[src/rtl/program_sequencer.sv]
`default_nettype none
// ============================================================================
// program_sequencer : fetches 64-bit program words, issues Layer descriptors
//                     and executes INPUT/HALT/JUMP. Optional: SEQ_PERF_CNT_EN
// Revision: 1.0
// ============================================================================
module program_sequencer #(
    parameter int ADDR_W     = 12,
    parameter int WORD_W     = 64,
    parameter int START_ADDR = 0
) (
    input  logic              clk,
    input  logic              rst,
    input  logic              start,
    output logic              mem_rd_en,
    output logic [ADDR_W-1:0] mem_addr,
    input  logic [WORD_W-1:0] mem_rdata,
    output logic              layer_valid,
    input  logic              layer_ready,
    output logic [10:0]       x_offset,
    output logic [11:0]       w_offset,
    output logic              output_layer,
    output logic [10:0]       y_offset,
    output logic [11:0]       x_length,
    output logic [11:0]       y_length,
    output logic [3:0]        act_mask,
    output logic              input_req,
    input  logic              input_ack,
    output logic              busy,
    output logic              halted,
    output logic              illegal_op,
`ifdef SEQ_PERF_CNT_EN
    output logic [15:0]       layer_count,
    output logic [31:0]       busy_cycles,
`endif
    output logic [ADDR_W-1:0] pc
);

    localparam logic [ADDR_W-1:0] START_PC = ADDR_W'(START_ADDR);
    localparam logic [2:0] OP_INPUT = 3'd1;
    localparam logic [2:0] OP_HALT  = 3'd2;
    localparam logic [2:0] OP_JUMP  = 3'd3;

    typedef enum logic [2:0] {
        S_IDLE       = 3'd0,
        S_FETCH      = 3'd1,
        S_WAIT       = 3'd2,
        S_DECODE     = 3'd3,
        S_ISSUE      = 3'd4,
        S_WAIT_INPUT = 3'd5,
        S_HALTED     = 3'd6
    } state_t;

    state_t            state_q, state_d;
    logic [ADDR_W-1:0] pc_q, pc_d;
    logic [15:0]       ctrl_q, ctrl_d;     // word bits [63:48]
    logic [62:0]       fields_q, fields_d; // last Layer descriptor
    logic              illegal_q, illegal_d;

    always_ff @(posedge clk) begin
        if (rst) begin
            state_q   <= S_IDLE;
            pc_q      <= START_PC;
            ctrl_q    <= '0;
            fields_q  <= '0;
            illegal_q <= 1'b0;
        end else begin
            state_q   <= state_d;
            pc_q      <= pc_d;
            ctrl_q    <= ctrl_d;
            fields_q  <= fields_d;
            illegal_q <= illegal_d;
        end
    end

    always_comb begin
        state_d     = state_q;
        pc_d        = pc_q;
        ctrl_d      = ctrl_q;
        fields_d    = fields_q;
        illegal_d   = illegal_q;
        mem_rd_en   = 1'b0;
        layer_valid = 1'b0;
        input_req   = 1'b0;
        case (state_q)
            S_IDLE: begin
                if (start) begin
                    state_d = S_FETCH;
                    pc_d    = START_PC;
                end
            end
            S_FETCH: begin
                mem_rd_en = 1'b1;
                state_d   = S_WAIT;
            end
            S_WAIT: begin
                ctrl_d = mem_rdata[63:48];
                if (!mem_rdata[63]) begin
                    fields_d = mem_rdata[62:0];
                end
                state_d = S_DECODE;
            end
            S_DECODE: begin
                if (!ctrl_q[15]) begin
                    // Descriptor is offered in the decode cycle so a ready
                    // engine can accept it without an extra bubble.
                    layer_valid = 1'b1;
                    if (layer_ready) begin
                        pc_d    = pc_q + ADDR_W'(1);
                        state_d = S_FETCH;
                    end else begin
                        state_d = S_ISSUE;
                    end
                end else begin
                    case (ctrl_q[14:12])
                        OP_INPUT: state_d = S_WAIT_INPUT;
                        OP_HALT:  state_d = S_HALTED;
                        OP_JUMP: begin
                            pc_d    = ADDR_W'(ctrl_q[11:0]);
                            state_d = S_FETCH;
                        end
                        default: begin
                            illegal_d = 1'b1;
                            state_d   = S_HALTED;
                        end
                    endcase
                end
            end
            S_ISSUE: begin
                layer_valid = 1'b1;
                if (layer_ready) begin
                    pc_d    = pc_q + ADDR_W'(1);
                    state_d = S_FETCH;
                end
            end
            S_WAIT_INPUT: begin
                input_req = 1'b1;
                if (input_ack) begin
                    pc_d    = pc_q + ADDR_W'(1);
                    state_d = S_FETCH;
                end
            end
            S_HALTED: begin
                if (start) begin
                    state_d   = S_FETCH;
                    pc_d      = START_PC;
                    illegal_d = 1'b0;
                end
            end
            default: state_d = S_IDLE;
        endcase
    end

    assign mem_addr   = pc_q;
    assign pc         = pc_q;
    assign busy       = (state_q != S_IDLE) && (state_q != S_HALTED);
    assign halted     = (state_q == S_HALTED);
    assign illegal_op = illegal_q;
    assign {x_offset, w_offset, output_layer, y_offset,
            x_length, y_length, act_mask} = fields_q;

`ifdef SEQ_PERF_CNT_EN
    logic [15:0] layer_count_q, layer_count_d;
    logic [31:0] busy_cycles_q, busy_cycles_d;
    logic        start_accept;

    assign start_accept = start && ((state_q == S_IDLE) || (state_q == S_HALTED));

    always_comb begin
        layer_count_d = layer_count_q;
        busy_cycles_d = busy_cycles_q;
        if (start_accept) begin
            layer_count_d = '0;
            busy_cycles_d = '0;
        end else begin
            if (layer_valid && layer_ready && !(&layer_count_q)) begin
                layer_count_d = layer_count_q + 16'd1;
            end
            if (busy && !(&busy_cycles_q)) begin
                busy_cycles_d = busy_cycles_q + 32'd1;
            end
        end
    end

    always_ff @(posedge clk) begin
        if (rst) begin
            layer_count_q <= '0;
            busy_cycles_q <= '0;
        end else begin
            layer_count_q <= layer_count_d;
            busy_cycles_q <= busy_cycles_d;
        end
    end

    assign layer_count = layer_count_q;
    assign busy_cycles = busy_cycles_q;
`endif

endmodule
`default_nettype wire

[config.mk]
export PLATFORM = sky130hd
export DESIGN_NAME = program_sequencer
export DESIGN_NICKNAME = d
export VERILOG_FILES = /design/src/rtl/program_sequencer.sv
export SDC_FILE = /design/constraint.sdc
export NUM_CORES = 1
export LEC_CHECK = 0
export ABC_AREA = 1
export BUFFER_PORTS_ARGS = -buffer_cell sky130_fd_sc_hd__buf_2
export CAP_MARGIN = 10
export CORE_UTILIZATION = 53
export CTS_CLUSTER_DIAMETER = 100
export DETAILED_ROUTE_END_ITERATION = 12
export PLACE_DENSITY_LB_ADDON = 0.1
export SYNTH_ARGS = -nofsm -noshare
export SYNTH_HDL_FRONTEND = slang
export SYNTH_SLANG_ARGS = --single-unit
export TNS_END_PERCENT = 30
[constraint.sdc]
create_clock -name clk -period 2.8 [get_ports clk]
set_input_delay 0.14 -clock clk [delete_from_list [all_inputs] [get_ports clk]]
set_output_delay 0.14 -clock clk [all_outputs]
set_load 0.03 [all_outputs]
==> flow_metrics.py, run 1 <==
metrics = {
    "logic_synthesis": {
        "synth_nets": 695,
        "mappedNetlistArea_um2": 4375,
        "synth_warnings": 0,
        "ys_seq_area_frac": 0.4347,
        "synth_cells": 625,
        "yosysUniqueCellTypes": 34,
        "syn_area_per_cell_um2": 7.001,
        "ys_ff_latch": 95,
    },
    "critical_path": {
        "critPathKind": "reg -> reg",
        "timing.rr.start": "ctrl_q[15]$_SDFFE_PP0N_",
        "cp_max_fo": 17,
        "critPathRequiredTime_ns": 3.06,
        "setup.worst_path.start_class": "flip-flop",
        "critPathCaptureType": "flip-flop",
        "setup.worst_path.start": "ctrl_q[15]$_SDFFE_PP0N_",
        "cp_data_arrival_time_ns": 2.20,
        "r2r_cells": 10,
    },
    "grt": {
        "grt_pass1_vias": 4399,
        "grt_antenna_before_repair": 0,
        "grt_first_pass_wirelength_um": 19490,
        "grt_usage": 0.2821,
        "grt_start_max_net_pins": 64,
        "grt.overflow.total": 0,
    },
    "pwr": {
        "switching_share": 0.4759,
        "combPwrFrac": 0.465,
        "power.density_nw_per_um2": 935.2,
        "p_leak_uw": 0.002825,
        "p_int_uw": 2741,
        "vdd_drop_max_mv": 0.5594,
        "p_seq_frac": 0.374,
        "clkPwrFrac": 0.161,
        "p_sw_uw": 2488,
    },
    "sta": {
        "post-route-min-period_ns": 1.948,
        "worstMarginPinSlew_ns": 0.6060,
        "slew_headroom": 0.5960,
        "rsz0062_at_grt": "false",
        "min_period_over_period": 0.6957,
        "max_freq_mhz": 513.3,
        "fin_worst_skew_ns": 0.008440,
        "totalNegativeSetupSlack_ns": 0,
        "drv_slew": 0,
        "setup_viol": 0,
        "final-hold-violation-count": 0,
    },
    "cells_and_area": {
        "fin_nets": 862,
        "final_cell_area_um2": 5592,
        "most-common-layout-cells": "buf_2 (161), nor2_1 (155), dfxtp_1 (95)",
        "final_cells": 899,
        "final_common_cell": "buf_2",
        "drive_above_1_share": 0.2509,
        "insertedDiodeCount": 0,
        "finish.utilization": 0.7125,
        "syn2layout_area_growth_pct": 27.80,
    },
    "clock_tree": {
        "cts_resized": 0,
        "clock-root-buffer": "clkbuf_8",
        "htree_num_levels": 3,
        "cts_buffers": 9,
        "clockBufferDepth": 2,
        "post_cts.repair.setup_buffers": 0,
        "cts_hold_buf": 36,
        "cts_tree": "built",
        "clock_latency_ns": 0.35,
        "clk_pin_slew_ns": 0.09,
        "clock_sinks": 95,
    },
    "min_path": {
        "hp-start": "mem_rdata[3]",
        "hp-class": "in -> reg",
        "worstHoldPathCells": 3,
    },
    "die": {
        "rows": 32,
        "start_util": 0.5576,
        "ios": 162,
        "die_h_um": 92.86,
        "core_um2": 7848,
        "die-area_um2": 8623,
        "die_w_um": 92.86,
    },
    "routing": {
        "first_pass_iters": 5,
        "drt_iter0_drc": 269,
        "vias": 4640,
        "ant_nets": 0,
        "wl_per_cell_um": 13.05,
        "via_per_inst": 5.161,
        "drt-total-wl_um": 11740,
        "drc": 0,
    },
    "run": {
        "cap_violations": 0,
    },
    "placement": {
        "io_buffers": 161,
        "postPlaceCellArea_um2": 5041,
        "place_hpwl_um": 7734,
        "place_congestion": 0.8329,
        "dp_cells": 846,
    },
    "run_status": {
        "status": "finished, final reports clean",
    },
}
## metrics by stage
stage | setup WS [ns] | power (uW) | hold slack (ns)
detailed placement | 0.8821 | 4341 | 0.3671
floorplan | 1.094 | 3871 | 0.2749
global placement | 0.9688 | 4279 | 0.3590
CTS | 0.8804 | 5230 | 0.00009751
global route | 0.6194 | 5598 | 0.01184
finish | 0.8520 | 5229 | 0.01615
## path summary, 6_finish.rpt
| kind | end | slack (ns) |
|---|---|---|
| worst max-delay path | mem_addr[11]$_SDFFE_PP0P_ | 0.85 |
| worst min-delay path | fields_q[3]$_SDFFE_PP0P_ | 0.02 |
| worst max register to register | mem_addr[11]$_SDFFE_PP0P_ | 0.85 |
| worst min register to register | ctrl_q[6]$_SDFFE_PP0N_ | 0.46 |
## synth_stat cells
| cell | count | share of area |
|---|---|---|
| inv_2 | 4 | 0.0034 |
| o21ai_0 | 79 | 0.090 |
| dfxtp_1 | 95 | 0.43 |
| nor2_2 | 2 | 0.0029 |
| o22ai_1 | 2 | 0.0029 |
| o211ai_1 | 4 | 0.0069 |
| buf_1 | 1 | 0.00086 |
| xor2_1 | 3 | 0.0060 |
| clkbuf_1 | 14 | 0.012 |
| o21ai_2 | 1 | 0.0020 |
| a21oi_1 | 38 | 0.043 |
| inv_1 | 37 | 0.032 |
| nand3_2 | 4 | 0.0092 |
| o31ai_1 | 1 | 0.0017 |
| xnor2_1 | 2 | 0.0040 |
| o21ai_1 | 18 | 0.021 |
| nand2_2 | 3 | 0.0043 |
| inv_4 | 1 | 0.0014 |
| buf_6 | 7 | 0.018 |
| buf_2 | 5 | 0.0057 |
| buf_4 | 19 | 0.033 |
| a21oi_2 | 1 | 0.0020 |
| ha_1 | 1 | 0.0029 |
| mux2i_1 | 1 | 0.0023 |
| nor2_1 | 155 | 0.13 |
| nor3_1 | 4 | 0.0046 |
| nand4_1 | 4 | 0.0057 |
| or2_4 | 1 | 0.0020 |
| nand3_1 | 21 | 0.024 |
| nor2_4 | 2 | 0.0051 |
| a211oi_1 | 2 | 0.0034 |
| clkinv_1 | 1 | 0.00086 |
| nand2_1 | 91 | 0.078 |
| a31oi_1 | 1 | 0.0014 |
## worst max-delay path, cell delays in order (launching register included)
cell	delay [ns]
dfxtp_1	0.43
inv_1	0.43
nor2_2	0.13
nand2_1	0.13
nand2_2	0.08
nor2_4	0.34
nand2_1	0.09
inv_1	0.06
nand2_1	0.05
inv_1	0.06
a21oi_2	0.04
## power by group through the flow
stage	logic (uW)	registers, uW	clock network, uW
floorplan	1480	2390	0
global placement	2320	1960	0
detailed placement	2370	1980	0
CTS	2410	1950	866
global route	2680	2000	920
finish	2430	1960	844
## area by class of cell
cell class	count	area, um^2
inverter	43	163.9
sequential	95	1902
clock buffer	10	127.6
tap	102	127.6
fill	674	2256
timing repair buffer	202	1206
multi-input combinational	441	2012
clock inverter	6	52.55
## flip-flops by register name (all words and copies together), names as in the netlist
name,count
fields_q,63
mem_addr,12
state_q,3
illegal_op,1
ctrl_q,16
## routing by layer
metal / vias to the layer above / global-route usage / part of all wire
met1: 2111 / 0.3467 / 0.43
met5: - / 0 / 0
met3: 20 / 0.06568 / 0.077
met4: 0 / 0.08974 / 0.018
li1: 2330 / - / -
met2: 179 / 0.4853 / 0.48
## kinds of logic after synthesis
group | after synthesis | share of synthesized area
simple gates | 287 | 0.2688
compound gates | 147 | 0.1747
flops | 95 | 0.4347
buf+inv | 89 | 0.1067
xor+xnor | 5 | 0.01001
mux | 1 | 0.002288
fa+ha+maj | 1 | 0.002859
Power figures use the tool's default switching activity.
==> inputs of run 2 (changes only) <==
- ABC_AREA: 1 -> 0
- CORE_UTILIZATION: 53 -> 49
- clock period: 2.8 -> 1.8 ns (I/O delays scaled with it)
==> run 2 against run 1 <==
Against the previous run: core utilization up 2.3 points; non-clock buffer count up 55; worst setup slack worse by 0.83 ns; wire length up 7.6%; clock skew up 0.0018 ns; area after synthesis down 4.6%; count of clock-buffer cells in the layout down 1; via count up 0.32%; clock power up 68%; register-to-register slack worse by 0.76 ns; synthesized cell count down 12%; critical path type is now reg -> out; largest cell class unchanged.
==> flow_metrics.py, run 2 <==
metrics = {
    "logic_synthesis": {
        "async_flop_share": 0,
        "yosys.area.top_type_share": 0.4556,
        "synth_nets": 621,
        "yosys.cell_count.top_type": "nand2_1",
        "mappedNetlistArea_um2": 4174,
        "synth_area_leaders": "dfxtp_1 (46%), nand2_1 (16%), a21oi_1 (10%), buf_4 (2.5%), nor2_1 (2.3%)",
        "synth_warnings": 0,
        "syn_area_per_cell_um2": 7.575,
        "synth_enable_flop_cells": 0,
        "ys_ff_latch": 95,
        "netlist_top_cells_count": "nand2_1 (181), dfxtp_1 (95), a21oi_1 (87)",
        "yosysTopAreaCell": "dfxtp_1",
        "ys.flop_type": "dfxtp_1",
        "synth_cells": 551,
        "yosysUniqueCellTypes": 52,
        "ys_seq_area_frac": 0.4556,
    },
    "routing": {
        "wl_per_cell_um": 14.37,
        "via_per_inst": 5.296,
        "drc": 0,
        "vias": 4655,
        "drt-total-wl_um": 12630,
        "first_pass_iters": 4,
        "drt_iter0_drc": 239,
        "ant_nets": 0,
    },
    "sta": {
        "drv_slew": 0,
        "min_period_over_period": 0.9862,
        "setup_viol": 0,
        "postLayoutSetupSlackWorst_ns": 0.02477,
        "hold_slack_ns": 0.01468,
        "fin_worst_skew_ns": 0.01027,
        "worstMarginPinSlew_ns": 0.6296,
        "post-route-min-period_ns": 1.775,
        "rsz0062_at_grt": "true",
        "final-hold-violation-count": 0,
        "max_freq_mhz": 563.3,
        "slew_headroom": 0.5803,
    },
    "clock_tree": {
        "cts_tree": "built",
        "cts_buffers": 9,
        "clockBufferDepth": 2,
        "clock_sinks": 95,
        "clock-root-buffer": "clkbuf_8",
        "clk_pin_slew_ns": 0.09,
        "clock_latency_ns": 0.36,
        "htree_num_levels": 3,
    },
    "critical_path": {
        "setup.worst_path.start_class": "flip-flop",
        "cp_data_arrival_time_ns": 1.69,
        "path_cells": "buf_4, and2b_4, buf_4, or3_1, buf_2",
        "critPathRequiredTime_ns": 1.71,
        "slowest_delay_ns": 0.35,
        "critPathKind": "reg -> out",
        "worst_path_most_repeated_cell": "buf_4",
        "cp_slowest_cell": "dfxtp_1",
        "critPathCaptureType": "output pin",
        "cp_max_fo": 6,
    },
    "cells_and_area": {
        "regMostFlops": "fields_q",
        "insertedDiodeCount": 0,
        "fin_nets": 840,
        "final_cells": 879,
        "most-common-layout-cells": "nand2_1 (179), buf_2 (160), dfxtp_1 (88)",
        "drive_above_1_share": 0.3101,
        "syn2layout_area_growth_pct": 44.81,
        "finish.utilization": 0.7356,
        "final_common_cell": "nand2_1",
        "fillCellCount": 639,
        "largest_reg_flops": 63,
    },
    "die": {
        "rows": 33,
        "core_um2": 8217,
        "die-area_um2": 8892,
        "ios": 162,
        "die_h_um": 94.30,
        "start_util": 0.5080,
        "die_w_um": 94.30,
    },
    "grt": {
        "grt_usage": 0.2838,
        "grt_start_max_net_pins": 64,
        "grt_antenna_before_repair": 0,
        "grt_pass1_vias": 4273,
        "grt.overflow.total": 0,
        "grt_first_pass_wirelength_um": 19860,
    },
    "placement": {
        "dp_cells": 801,
        "place_congestion": 0.9263,
        "place_hpwl_um": 7996,
        "io_buffers": 161,
        "dp_slack_ns": -0.02475,
    },
    "run": {
        "cap_violations": 0,
    },
    "pwr": {
        "power.density_nw_per_um2": 937.2,
        "p_leak_uw": 0.002615,
        "vdd_drop_max_mv": 0.5152,
    },
    "run_status": {
        "status": "finished, final reports clean",
    },
    "min_path": {
        "hp-class": "in -> reg",
    },
}
==> run 2: changes by cell type in the layout (fill, tap and decap cells not counted), moves of 6 or more <==
cell	delta
dfxtp_1	-7
nand2_1	+88
a311oi_1	+6
buf_4	+26
nand3_1	-15
dlygate4sd3_1	+26
inv_1	-33
and3_1	+6
o21ai_1	-12
a21oi_1	+49
nor2_1	-131
dfxtp_2	+7
o21ai_0	-69
==> run 2: logic make-up after synthesis <==
| family | Yosys count | synth area share |
|---|---|---|
| AO/OA/AOI/OAI | 141 | 0.2008 |
| XOR/XNOR | 9 | 0.01889 |
| adder cells (fa/ha/maj) | 2 | 0.005395 |
| buffers and inverters | 54 | 0.06445 |
| flip-flops | 95 | 0.4556 |
| multiplexers | 2 | 0.005096 |
| AND/OR/NAND/NOR | 248 | 0.2497 |
==> run 2: power by group <==
group	switching, uW	total, uW	leakage [uW]	internal (uW)
registers	128	2400	0.000773	2270
logic	1140	1840	0.00174	704
clock network	773	1420	0.0000972	647
total	2040	5660	0.00261	3620
==> run 2: what timing repair did <==
action,in CTS,in global routing
buffers inserted,0,0
pin swaps,0,1
endpoints found under the hold margin,78,0
resized for setup,1,14
setup endpoints to repair,1,12
hold buffers,63,0
==> run 2: final timing paths <==
path | slack [ns] | cells after the start | to | start
worst max-delay path | 0.02 | 5 | busy | state_q[1]$_SDFFE_PP0P_
worst min-delay path | 0.01 | 3 | ctrl_q[15]$_SDFFE_PP0N_ | mem_rdata[63]
worst max register to register | 0.09 | 7 | mem_addr[5]$_SDFFE_PP0P_ | state_q[1]$_SDFFE_PP0P_
worst min register to register | 0.46 | 2 | fields_q[15]$_SDFFE_PP0P_ | fields_q[15]$_SDFFE_PP0P_
==> run 2: area by class of cell <==
class / count / area, um^2 / area share
Multi-Input combinational cell: 402 / 2061 / 0.3409
Timing Repair Buffer: 257 / 1728 / 0.2859
Clock buffer: 9 / 123.9 / 0.02049
Inverter: 5 / 18.77 / 0.003105
Sequential cell: 95 / 1911 / 0.3161
Tap cell: 105 / 131.4 / 0.02173
Clock inverter: 6 / 71.32 / 0.01180
==> run 2: through the flow <==
| stage | instance area, um^2 | power [uW] | setup TNS [ns] |
|---|---|---|---|
| 2_1_floorplan | 4184 | 3581 | -0.006180 |
| 3_3_place_gp | 5156 | 4079 | 0 |
| 3_5_place_dp | 5156 | 4113 | -0.02475 |
| 4_1_cts | 5991 | 5623 | 0 |
| 5_1_grt | 6045 | 5938 | -0.07014 |
| 6_report | 6045 | 5665 | 0 |
==> run 2: per-layer routing <==
layer	wire, um	track usage	vias to the layer above
li1	-	-	2275
met1	5327	0.3586	2173
met3	884	0.05259	23
met4	241	0.1038	0
met2	6179	0.4777	184
met5	0	0	-
==> run 2: worst max-delay path: cells and delay by family, from the launching register on <==
family / cells / cell delay (ns)
and+or+nand+nor: 2 / 0.52
buffers and inverters: 3 / 0.47
DFF: 1 / 0.35
